===== src/rtl/fp_mul_core.sv =====
// Multi-cycle IEEE-754 binary32 multiplier with stb/ack operand and result channels.
// Round-to-nearest-even; one operation in flight, subnormals normalised one bit per cycle.
module fp_mul_core #(
    parameter int DATA_WIDTH     = 32,
    parameter int EXPONENT_WIDTH = 8,
    parameter int FRACTION_WIDTH = 23
) (
    input  logic                  clk,
    input  logic                  rst_n,
    input  logic [DATA_WIDTH-1:0] input_a,
    input  logic                  input_a_stb,
    output logic                  input_a_ack,
    input  logic [DATA_WIDTH-1:0] input_b,
    input  logic                  input_b_stb,
    output logic                  input_b_ack,
    output logic [DATA_WIDTH-1:0] output_z,
    output logic                  output_z_stb,
    input  logic                  output_z_ack
);
    // state    | meaning
    // GET_A    | waiting for operand A
    // GET_B    | waiting for operand B
    // UNPACK   | split sign/exponent/significand
    // SPECIAL  | NaN / Inf / zero short-cuts
    // NORM_IN  | left-shift subnormal significands
    // MULT     | significand product and exponent sum
    // NORM_L   | bring product MSB to the top
    // NORM_R   | denormalise results below emin
    // ROUND    | round to nearest even
    // PACK     | assemble result word
    // PUT_Z    | hold result until accepted

    localparam int EW   = EXPONENT_WIDTH + 2;
    localparam int MW   = FRACTION_WIDTH + 1;
    localparam int PW   = 2 * MW;
    localparam int BIAS = 2 ** (EXPONENT_WIDTH - 1) - 1;

    localparam logic signed [EW-1:0] EMIN = EW'(1 - BIAS);
    localparam logic signed [EW-1:0] EMAX = EW'(BIAS);
    localparam logic signed [EW-1:0] EINF = EW'(BIAS + 1);

    localparam logic [DATA_WIDTH-1:0] QNAN =
        {1'b0, {EXPONENT_WIDTH{1'b1}}, 1'b1, {(FRACTION_WIDTH-1){1'b0}}};

    typedef enum logic [3:0] {
        GET_A, GET_B, UNPACK, SPECIAL, NORM_IN, MULT,
        NORM_L, NORM_R, ROUND, PACK, PUT_Z
    } state_t;

    state_t state, next_state;

    logic [DATA_WIDTH-1:0]    a, b;
    logic [MW-1:0]            a_m, b_m, z_m;
    logic signed [EW-1:0]     a_e, b_e, z_e;
    logic                     z_s;
    logic [PW-1:0]            p;
    logic                     sticky;
    logic                     a_ack_d, b_ack_d, z_stb_d;

    logic a_nan, b_nan, a_inf, b_inf, a_zero, b_zero;
    logic round_up;
    logic [MW:0] mant_inc;
    logic [EXPONENT_WIDTH-1:0] pack_field;

    assign a_nan  = (a_e == EINF) && (a_m[FRACTION_WIDTH-1:0] != '0);
    assign b_nan  = (b_e == EINF) && (b_m[FRACTION_WIDTH-1:0] != '0);
    assign a_inf  = (a_e == EINF) && (a_m[FRACTION_WIDTH-1:0] == '0);
    assign b_inf  = (b_e == EINF) && (b_m[FRACTION_WIDTH-1:0] == '0);
    assign a_zero = (a_e == EMIN) && (a_m == '0);
    assign b_zero = (b_e == EMIN) && (b_m == '0);

    assign mant_inc = {1'b0, p[PW-1 -: MW]} + 1'b1;
    assign round_up = p[MW-1] && (p[MW-2] || (|p[MW-3:0]) || sticky || p[MW]);
    assign pack_field = EXPONENT_WIDTH'(z_e + EW'(BIAS));

    always_ff @(posedge clk or negedge rst_n) begin
        if (!rst_n) begin
            state        <= GET_A;
            input_a_ack  <= 1'b0;
            input_b_ack  <= 1'b0;
            output_z_stb <= 1'b0;
        end else begin
            state        <= next_state;
            input_a_ack  <= a_ack_d;
            input_b_ack  <= b_ack_d;
            output_z_stb <= z_stb_d;
        end
    end

    always_comb begin
        next_state = state;
        case (state)
            GET_A:   if (input_a_stb && input_a_ack) next_state = GET_B;
            GET_B:   if (input_b_stb && input_b_ack) next_state = UNPACK;
            UNPACK:  next_state = SPECIAL;
            SPECIAL: begin
                if (a_nan || b_nan || a_inf || b_inf || a_zero || b_zero)
                    next_state = PUT_Z;
                else
                    next_state = NORM_IN;
            end
            NORM_IN: if (a_m[MW-1] && b_m[MW-1]) next_state = MULT;
            MULT:    next_state = NORM_L;
            // leave as soon as the shift being applied this cycle lands the MSB
            NORM_L:  if (p[PW-1] || p[PW-2]) next_state = NORM_R;
            NORM_R:  if (z_e >= EMIN) next_state = ROUND;
            ROUND:   next_state = PACK;
            PACK:    next_state = PUT_Z;
            PUT_Z:   if (output_z_stb && output_z_ack) next_state = GET_A;
            default: next_state = GET_A;
        endcase
    end

    always_comb begin
        a_ack_d = (next_state == GET_A);
        b_ack_d = (next_state == GET_B);
        z_stb_d = (next_state == PUT_Z);
    end

    always_ff @(posedge clk or negedge rst_n) begin
        if (!rst_n) begin
            a        <= '0;
            b        <= '0;
            a_m      <= '0;
            b_m      <= '0;
            z_m      <= '0;
            a_e      <= '0;
            b_e      <= '0;
            z_e      <= '0;
            z_s      <= 1'b0;
            p        <= '0;
            sticky   <= 1'b0;
            output_z <= '0;
        end else begin
            case (state)
                GET_A: if (input_a_stb && input_a_ack) a <= input_a;
                GET_B: if (input_b_stb && input_b_ack) b <= input_b;
                UNPACK: begin
                    z_s <= a[DATA_WIDTH-1] ^ b[DATA_WIDTH-1];
                    if (a[DATA_WIDTH-2 -: EXPONENT_WIDTH] == '0) begin
                        a_e <= EMIN;
                        a_m <= {1'b0, a[FRACTION_WIDTH-1:0]};
                    end else begin
                        a_e <= $signed({2'b00, a[DATA_WIDTH-2 -: EXPONENT_WIDTH]}) - EW'(BIAS);
                        a_m <= {1'b1, a[FRACTION_WIDTH-1:0]};
                    end
                    if (b[DATA_WIDTH-2 -: EXPONENT_WIDTH] == '0) begin
                        b_e <= EMIN;
                        b_m <= {1'b0, b[FRACTION_WIDTH-1:0]};
                    end else begin
                        b_e <= $signed({2'b00, b[DATA_WIDTH-2 -: EXPONENT_WIDTH]}) - EW'(BIAS);
                        b_m <= {1'b1, b[FRACTION_WIDTH-1:0]};
                    end
                end
                SPECIAL: begin
                    if (a_nan || b_nan || (a_inf && b_zero) || (b_inf && a_zero))
                        output_z <= QNAN;
                    else if (a_inf || b_inf)
                        output_z <= {z_s, {EXPONENT_WIDTH{1'b1}}, {FRACTION_WIDTH{1'b0}}};
                    else if (a_zero || b_zero)
                        output_z <= {z_s, {(DATA_WIDTH-1){1'b0}}};
                end
                NORM_IN: begin
                    if (!a_m[MW-1]) begin
                        a_m <= a_m << 1;
                        a_e <= a_e - 1'b1;
                    end
                    if (!b_m[MW-1]) begin
                        b_m <= b_m << 1;
                        b_e <= b_e - 1'b1;
                    end
                end
                MULT: begin
                    p      <= PW'(a_m) * PW'(b_m);
                    z_e    <= a_e + b_e + 1'b1;
                    sticky <= 1'b0;
                end
                NORM_L: begin
                    if (!p[PW-1]) begin
                        p   <= p << 1;
                        z_e <= z_e - 1'b1;
                    end
                end
                NORM_R: begin
                    if (z_e < EMIN) begin
                        p      <= p >> 1;
                        sticky <= sticky | p[0];
                        z_e    <= z_e + 1'b1;
                    end
                end
                ROUND: begin
                    if (round_up) begin
                        if (mant_inc[MW]) begin
                            z_m <= {1'b1, {(MW-1){1'b0}}};
                            z_e <= z_e + 1'b1;
                        end else begin
                            z_m <= mant_inc[MW-1:0];
                        end
                    end else begin
                        z_m <= p[PW-1 -: MW];
                    end
                end
                PACK: begin
                    if (z_e > EMAX)
                        output_z <= {z_s, {EXPONENT_WIDTH{1'b1}}, {FRACTION_WIDTH{1'b0}}};
                    else if ((z_e == EMIN) && !z_m[MW-1])
                        output_z <= {z_s, {EXPONENT_WIDTH{1'b0}}, z_m[FRACTION_WIDTH-1:0]};
                    else
                        output_z <= {z_s, pack_field, z_m[FRACTION_WIDTH-1:0]};
                end
                default: ;
            endcase
        end
    end
endmodule


===== config.mk =====
export PLATFORM = sky130hd
export DESIGN_NAME = fp_mul_core
export DESIGN_NICKNAME = d
export VERILOG_FILES = /design/src/rtl/fp_mul_core.sv
export SDC_FILE = /design/constraint.sdc
export NUM_CORES = 2
export LEC_CHECK = 0
export ABC_CLOCK_PERIOD_IN_PS = 8070
export CAP_MARGIN = 20
export CORE_MARGIN = 3
export CORE_UTILIZATION = 58
export DETAILED_ROUTE_END_ITERATION = 10
export PLACE_DENSITY = 0.74
export SYNTH_ARGS = -nofsm -noshare
export SYNTH_HDL_FRONTEND = slang
export SYNTH_SLANG_ARGS = --single-unit

===== constraint.sdc =====
create_clock -name clk -period 8.07 [get_ports clk]
set_input_delay 0.807 -clock clk [delete_from_list [all_inputs] [get_ports clk]]
set_output_delay 0.807 -clock clk [all_outputs]
set_load 0.02 [all_outputs]

==> flow_summary.json <==
{
  "end_kind": "register",
  "crit_top_cell": "fa_1",
  "vias_per_cell": 5.96,
  "synth-adder-area-share": 0.385,
  "num-nets-final": 4246,
  "synth_top_family_by_area": "adder cells",
  "ys_warn_count": 0,
  "start_util": 0.589,
  "grt-ovfl-total": 0,
  "slew_viol_final": 0,
  "clk_pin_slew_ns": 0.06,
  "grt_pass1_vias": 26224,
  "cpPeakStageDelay_ns": 0.68,
  "crit_chain": "buf_4, nand2_1, fa_1, inv_1, fa_1, inv_1, fa_1, fa_1, inv_1, fa_1, fa_1, inv_1, fa_1, inv_1, ha_1, nand2_1, nor2_1, o211ai_1, a311oi_1, o21ai_0, a21oi_1, xor2_1, a222oi_1, o21ai_1",
  "drcViolationCount": 0,
  "synth.distinct_cells": 77,
  "muxShareOfSynthArea": 0.0229,
  "ios": 104,
  "setup_viol": 0,
  "rsz0062_at_grt": "false",
  "async_reset_ff_frac": 1.00,
  "synth-compound-area-share": 0.105,
  "cts_setup_buffers": 0,
  "synth_top_cell_area_share": 0.304,
  "hold_path_class": "in -> async",
  "antenna_found_initial": 1,
  "synth-edff-count": 0,
  "skew_ns": 0.0251,
  "status": "complete, no violations",
  "die_area_sq_um": 57700,
  "dr_wl_met3_um": 9690,
  "ctsHoldBuffers": 0,
  "place_congestion": 0.990,
  "dr.pass1.iters": 9,
  "path_buf_inv": 6,
  "period_share": 0.932,
  "ant_nets": 0,
  "setup-tns-final_ns": 0,
  "coreArea_sq_um": 54000,
  "cts_tree": "built",
  "yosys.area.top_type": "fa_1",
  "max_freq_ghz": 0.133,
  "max_cap_viol_count": 0,
  "relSlewSlack": 0.212,
  "cp.required_ns": 8.48,
  "drt_iter0_drc": 2609,
  "cts-root-buf": "clkbuf_16",
  "tightest_slew_ns": 1.18,
  "clock_sinks": 255,
  "drive_gt1_frac": 0.0632,
  "synthToLayoutAreaGrowth_pct": 8.54,
  "crit_path_start_kind": "register",
  "cts_resized": 0,
  "hpwl_um": 67800,
  "clk_latency_ns": 0.57,
  "wl_um": 89500,
  "cp_max_fo": 16,
  "wl_per_cell_um": 21.3,
  "path_class": "reg -> reg",
  "synthCells": 3514,
  "routed-via-count": 25081,
  "syn_area_sq_um": 31800,
  "crit_slowest_cell": "dfrtp_1",
  "cts_max_path_buffers": 3,
  "grt_pass1_wl_um": 143000,
  "met1_length_um": 36300,
  "die_w_um": 240,
  "fin_util": 0.640,
  "diodes": 0,
  "synthXorXnorAreaFrac": 0.0278,
  "highest_layer": "met4",
  "synthFlopType": "dfrtp_1",
  "dieHeight_um": 240,
  "syn-num-nets": 4271,
  "numPortBuffers": 103,
  "ys_seq_area_frac": 0.200,
  "grt_max_degree": 134,
  "final_hold_viol_count": 0,
  "ys_seq_elements": 255,
  "synth.area.top_cells": "fa_1 30%, dfrtp_1 20%, ha_1 8.0%",
  "fin_crit_ns": 7.52,
  "grt_usage": 0.320,
  "arrival_ns": 7.93,
  "synth-simple-area-share": 0.162,
  "num_rows": 85,
  "cts-htree-levels": 2,
  "wl_met2_um": 39400,
  "path_delay_family": "adder cells",
  "syn_area_per_cell_sq_um": 9.06,
  "cts_buffers": 34
}
## worst paths after layout
path / from / endpoint / slack [ns] / depth (start not counted)
max: b_m[3]$_DFFE_PN0P_ / p[37]$_DFFE_PN0P_ / 0.55 / 24
min: rst_n / p[3]$_DFFE_PN0P_ / 0.31 / 1
max reg2reg: b_m[3]$_DFFE_PN0P_ / p[37]$_DFFE_PN0P_ / 0.55 / 24
min reg2reg: z_m[0]$_DFFE_PN0P_ / z_m[0]$_DFFE_PN0P_ / 0.48 / 2
max in group asynchronous: rst_n / b[14]$_DFFE_PN0P_ / 6.36 / 2
min in group clk: z_m[0]$_DFFE_PN0P_ / z_m[0]$_DFFE_PN0P_ / 0.48 / 2
## cells in the mapped netlist (52+ instances only)
| master | count |
|---|---|
| inv_1 | 579 |
| nand2_1 | 530 |
| fa_1 | 484 |
| and2_1 | 283 |
| dfrtp_1 | 255 |
| clkbuf_1 | 219 |
| ha_1 | 204 |
| o21ai_0 | 151 |
| a21oi_1 | 96 |
| nor2_1 | 93 |
| mux2_2 | 62 |
| xor2_1 | 52 |
## layout by cell type (no fill, tap or decap), types with 21 or more instances in the layout
master and n:
inv_1 579, nand2_1 530, fa_1 484, and2_1 283, dfrtp_1 255, ha_1 204
o21ai_0 151, clkdlybuf4s50_1 102, a21oi_1 96, nor2_1 87, buf_4 70, mux2_2 62
xor2_1 52, xnor2_1 49, a22oi_1 48, nand3_1 41, clkbuf_16 35, a222oi_1 32
nor3_1 30, a22o_1 30, a21o_1 29, nand4_1 24, nor4_1 21
## worst register-to-register path: cells and delay by family (launching register included)
family                   cells  cell delay [ns]
buffers and inverters        6             0.64
AO/OA/AOI/OAI                6             1.57
flip-flops                   1             0.68
XOR/XNOR                     1             0.11
AND/OR/NAND/NOR              3             0.45
adder cells (fa/ha/maj)      8             3.91
## cell families after synthesis
family                   Yosys count
AND/OR/NAND/NOR                 1085
buffers and inverters            816
XOR/XNOR                         101
multiplexers                      65
AO/OA/AOI/OAI                    504
adder cells (fa/ha/maj)          688
flip-flops                       255
## layout make-up
type,instances,area (sq um)
Clock buffer,44,960
Clock inverter,16,134
Fill cell,4457,19500
Inverter,579,2170
Multi-Input combinational cell,2443,22400
Sequential cell,255,6380
Tap cell,696,871
Timing Repair Buffer,176,1610
## routing by layer
metal	vias to the layer above	GRT usage
li1	11058	-
met1	12497	0.442
met2	1278	0.486
met3	248	0.0816
met4	0	0.129
met5	-	0
## through the flow
stage	instance area, sq um	std cells	hold slack, ns	setup WS (ns)
2_1_floorplan	31800	3514	0.444	1.30
3_3_place_gp	33500	4148	0.466	0.801
3_5_place_dp	33500	4148	0.472	0.715
4_1_cts	34500	4208	0.372	0.654
5_1_grt	34600	4209	0.413	0.320
6_report	34600	4209	0.309	0.545
## flip-flops by register name, summed over array words and instances, names as in the netlist, 4 cells and up
| signal | cells |
|---|---|
| a_m | 24 |
| state | 4 |
| a | 32 |
| z_m | 24 |
| output_z | 32 |
| p | 48 |
| a_e | 10 |
| z_e | 10 |
| b_e | 10 |
| b | 32 |
| b_m | 24 |
Power is not shown: default switching activity piles up to over one toggle a cycle in this logic, so the estimate is an artifact.
